==> src/rtl/cla_pkg.sv <==
// Shared constants and result type for the registered 4-bit carry-lookahead adder.
package cla_pkg;

    localparam int CLA_WIDTH = 4;

    // Register bank layout: carry-out, group generate/propagate, then sum bits.
    typedef struct packed {
        logic                 cout;
        logic                 gg;
        logic                 gp;
        logic [CLA_WIDTH-1:0] z;
    } cla_res_t;

    localparam int          RES_BITS    = $bits(cla_res_t);
    localparam logic [RES_BITS-1:0] RESET_VALUE = '0;

endpackage

==> src/rtl/cla_if.sv <==
// Operand/result bundle for the 4-bit adder; bit 0 of each vector is the LSB (x1, y1, z1).
interface cla_if;
    import cla_pkg::*;

    logic [CLA_WIDTH-1:0] x;
    logic [CLA_WIDTH-1:0] y;
    logic                 cin;
    logic [CLA_WIDTH-1:0] z;
    logic                 cout;
    logic                 gg;
    logic                 gp;

    modport master (
        output x, y, cin,
        input  z, cout, gg, gp
    );

    modport slave (
        input  x, y, cin,
        output z, cout, gg, gp
    );

endinterface

==> src/rtl/cla4_adder_reg_core.sv <==
// Combinational 4-bit carry-lookahead: flat generate/propagate sum-of-products, no carry chaining.
module cla4_core
    import cla_pkg::*;
(
    cla_if.slave bus
);

    logic [CLA_WIDTH-1:0] g;
    logic [CLA_WIDTH-1:0] p;
    logic [CLA_WIDTH-1:0] c;

    assign g = bus.x & bus.y;
    assign p = bus.x ^ bus.y;

    // Each carry is expanded directly from g/p/cin so all carries settle in parallel.
    assign c[0] = bus.cin;
    assign c[1] = g[0] | (p[0] & bus.cin);
    assign c[2] = g[1] | (p[1] & g[0]) | (p[1] & p[0] & bus.cin);
    assign c[3] = g[2] | (p[2] & g[1]) | (p[2] & p[1] & g[0])
                | (p[2] & p[1] & p[0] & bus.cin);

    assign bus.gg = g[3] | (p[3] & g[2]) | (p[3] & p[2] & g[1])
                  | (p[3] & p[2] & p[1] & g[0]);
    assign bus.gp = &p;

    assign bus.cout = g[3] | (p[3] & g[2]) | (p[3] & p[2] & g[1])
                    | (p[3] & p[2] & p[1] & g[0])
                    | (p[3] & p[2] & p[1] & p[0] & bus.cin);

    assign bus.z = p ^ c;

endmodule

==> src/rtl/cla4_adder_reg.sv <==
// Registered 4-bit carry-lookahead adder with group generate/propagate outputs for cascading.
module cla4_adder_reg
    import cla_pkg::*;
(
    input  logic clk,
    input  logic rst_n,
    input  logic x1,
    input  logic x2,
    input  logic x3,
    input  logic x4,
    input  logic y1,
    input  logic y2,
    input  logic y3,
    input  logic y4,
    input  logic cin,
    output logic z1,
    output logic z2,
    output logic z3,
    output logic z4,
    output logic cout,
    output logic gg,
    output logic gp
);

    cla_if    bus ();
    cla_res_t res_d;
    cla_res_t res_q;

    assign bus.x   = {x4, x3, x2, x1};
    assign bus.y   = {y4, y3, y2, y1};
    assign bus.cin = cin;

    cla4_core u_core (
        .bus (bus.slave)
    );

    assign res_d.cout = bus.cout;
    assign res_d.gg   = bus.gg;
    assign res_d.gp   = bus.gp;
    assign res_d.z    = bus.z;

    // No input register: the only sequential stage is this 7-bit output bank.
    always_ff @(posedge clk or negedge rst_n) begin
        if (!rst_n) begin
            res_q <= cla_res_t'(RESET_VALUE);
        end else begin
            res_q <= res_d;
        end
    end

    assign z1   = res_q.z[0];
    assign z2   = res_q.z[1];
    assign z3   = res_q.z[2];
    assign z4   = res_q.z[3];
    assign cout = res_q.cout;
    assign gg   = res_q.gg;
    assign gp   = res_q.gp;

endmodule

==> config.mk <==
export PLATFORM = sky130hd
export DESIGN_NAME = cla4_adder_reg
export DESIGN_NICKNAME = d
export VERILOG_FILES = /design/src/rtl/cla_pkg.sv /design/src/rtl/cla_if.sv /design/src/rtl/cla4_adder_reg_core.sv /design/src/rtl/cla4_adder_reg.sv
export SDC_FILE = /design/constraint.sdc
export NUM_CORES = 1
export LEC_CHECK = 0
export BUFFER_PORTS_ARGS = -buffer_cell sky130_fd_sc_hd__buf_2
export CORE_AREA = 2 2 39 41
export CTS_BUF_LIST = sky130_fd_sc_hd__clkbuf_8
export DETAILED_ROUTE_END_ITERATION = 8
export DIE_AREA = 0 0 41 43
export PLACE_DENSITY = 0.5
export SLEW_MARGIN = 20
export SYNTH_ARGS = -nofsm -noshare
export SYNTH_HDL_FRONTEND = slang
export SYNTH_SLANG_ARGS = --single-unit
==> constraint.sdc <==
create_clock -name clk -period 0.8 [get_ports clk]
set_input_delay 0 -clock clk [delete_from_list [all_inputs] [get_ports clk]]
set_output_delay 0 -clock clk [all_outputs]
set_load 0.02 [all_outputs]
==> run metrics <==
switching share of total power 26.72%; count of buffers added by post-CTS timing repair for setup 0; Placer Congestion a little over 0.7; CTS sink count 7; synthesized netlist net count 47; cell area after placement around 530 um2; number of clock buffers inserted by TritonCTS 3; final setup margin 0.06743 ns; post-route fraction of the period consumed by the critical path a little over 90%; Cells after Synth 30; number of fill cells approximately 140; Hold WC Path Type input pin to async pin; total I/O pin count 18; CTS clk-pin slew, worst paths roughly 0.04 ns; overall track demand over capacity in global routing a little over a tenth; number of max-capacitance violations reported 0; portion of the post-synthesis area used by sequential elements between 40% and 50%; Least-Margin Pin Slew 0.1493 ns; Post-CTS Resized 0; DR vias/cell between 4 and 5; number of warnings issued by yosys 0; number of buffers added on ports 17; Die Outline Area 1763 um2; Largest stage delay, worst path ~0.32 ns; count of final max-slew check failures 0; clock tree root buffer cell clkbuf_8; relative contribution of the clock network to total power between 30% and 40%; maximum clock frequency 1365 MHz; Core Box Area between 1000 and 1500 um2; internal power about 0.89 mW; Seq cells post-synth 7; result of the run finished clean; pwr/cell area just over 2000 nW/um2; setup-violating endpoint count in the final report 0; CTS tree done; relative slew slack 90.05%; dpl ws -0.1789 ns; initial antenna violation count 0; average detailed-routed wire length per instance roughly 9.0 um; largest driver fanout on the critical path 3; cell at the slowest stage of the critical path ha_1; DRC marker count from the first detailed-route iteration 0; maximum number of pins on one net before global-route repair 8; combinational share of power 27.1%; power share of the sequential group 34.4%; final total negative setup slack 0 ns; Cell Area, Synth between 300 and 400 um2; number of nets still failing antenna checks after routing 0; endpoint arrival time on the critical path roughly 0.88 ns; final hold viol count 0; net switching power approximately 0.32 mW; Vias 297; design area 581.8 um2; Pre-Repair DR Iteration Count 1; share of final-layout standard cells stronger than drive strength 1 between 50% and 60%; via count of the first global-routing pass 313; post-synthesis area per instance around 12 um2; kind of start point of the critical path input pin; number of nets in the finished design 73; CP cell instances buf_2, ha_1, a21o_1, a21oi_2, xnor2_1; first-pass GRT wire length between 1000 and 1500 um; buffering stage count on the worst path with inverters included 1; final core occ a little over two fifths; worst path required time approximately 0.94 ns; total wire length after detailed routing ~640 um; worst hold-check slack around 0.13 ns; count of H-tree levels built during CTS 1; element type at the critical path end flop; maximum resistive drop on vdd a little over 0.0005 V; Synth-to-Final Area Change 57.09%; x dimension of the die between 40 and 50 um; Die Height 43 um; Leak Pwr between 0.3 and 0.4 nW; buffers from clock root to sink, at most 2; starting utilization of the core area around 27%; gate family responsible for the most delay along the worst path adder cells; setup repair after global routing missed its margin false; number of diodes added for antenna fixing 0; Crit Path Category input pin to flop; row count 14; clock period minus final worst setup slack between 0.7 and 0.8 ns; Yosys cell types 14; DP HPWL approximately 560 um; overflow left after global routing 0; Remaining DRCs 0
## repair_timing
item / in CTS / in global routing
hold buffers: 1 / 0
endpoints found under the hold margin: 7 / 0
endpoints found under the setup margin: 0 / 0
## metrics by stage
stage / total power, mW / cells
after floorplan: 0.6238 / 30
after global placement: 0.7498 / 66
after detailed placement: 0.7509 / 66
after CTS: 1.233 / 71
after global routing: 1.299 / 71
final: 1.210 / 71
## Yosys cell counts
cell / instances / area share, %
a21o_1: 3 / 6.1
nand3_1: 1 / 1.4
ha_1: 5 / 17
xnor2_1: 2 / 4.7
xor2_1: 1 / 2.4
nand3_2: 1 / 2.7
inv_1: 4 / 4.1
nand4_1: 1 / 1.7
and4_2: 1 / 2.7
dfrtp_1: 7 / 47
nand2_1: 1 / 1.0
a21oi_1: 1 / 1.4
a21oi_2: 1 / 2.4
fa_1: 1 / 5.4
## power by group through the flow
stage / Clock, mW / Combinational [mW] / Sequential [mW]
CTS: 0.482 / 0.334 / 0.417
detailed placement: 0 / 0.329 / 0.422
finish: 0.466 / 0.328 / 0.416
floorplan: 0 / 0.127 / 0.497
global placement: 0 / 0.328 / 0.422
global route: 0.505 / 0.370 / 0.424
## worst max-delay path by stage
stage,endpoint,depth (start not counted),slack [ns],from
after floorplan,z3,4,0.02,x1
after global placement,z3,5,-0.17,x1
after detailed placement,z3,5,-0.18,x1
after CTS,z3,5,0.06,x1
after global routing,z3,5,0.01,x1
final,z3,5,0.07,x1
## routing by layer
| layer | track usage [%] | vias up | share of wire (%) |
|---|---|---|---|
| met2 | 15.31 | 13 | 52 |
| li1 | - | 150 | - |
| met4 | 12.00 | 0 | 0 |
| met3 | 1.571 | 0 | 8.0 |
| met1 | 11.33 | 134 | 40 |
| met5 | 0 | - | 0 |
## flip-flops by register name, summed over array words and instances (netlist names)
register / flops
cout: 1
gg: 1
gp: 1
z1: 1
z2: 1
z3: 1
z4: 1
## placed cells by master, fill, tap and decap left out, drive strengths merged
cell	Yosys	final
buf	0	20
dfrtp	7	7
inv	4	5
ha	5	5
a21o	3	3
clkbuf	0	3
a21oi	2	2
xnor2	2	2
nand3	2	2
nand2	1	1
and4	1	1
nand4	1	1
xor2	1	1
fa	1	1
dlygate4sd3	0	1
## final cells by class
cell class / count / area (um2) / share of cell area (%)
Timing Repair Buffer: 21 / 117.6 / 20.22
Clock buffer: 3 / 41.29 / 7.097
Clock inverter: 1 / 3.754 / 0.6452
Sequential cell: 7 / 175.2 / 30.11
Multi-Input combinational cell: 19 / 209.0 / 35.91
Inverter: 4 / 15.01 / 2.581
Tap cell: 16 / 20.02 / 3.441
## cell families (layout without fill, tap and decap cells)
family                     after synthesis  in the layout  share of synthesized area [%]
DFF                                      7              7                          47.30
adders and majority gates                6              6                          22.30
AOI/OAI and AO/OA                        5              5                          9.796
buffers and inverters                    4             29                          4.053
and+or+nand+nor                          5              5                          9.458
xor gates and xnor gates                 3              3                          7.096
No activity file was read; power rests on OpenSTA's default activity.
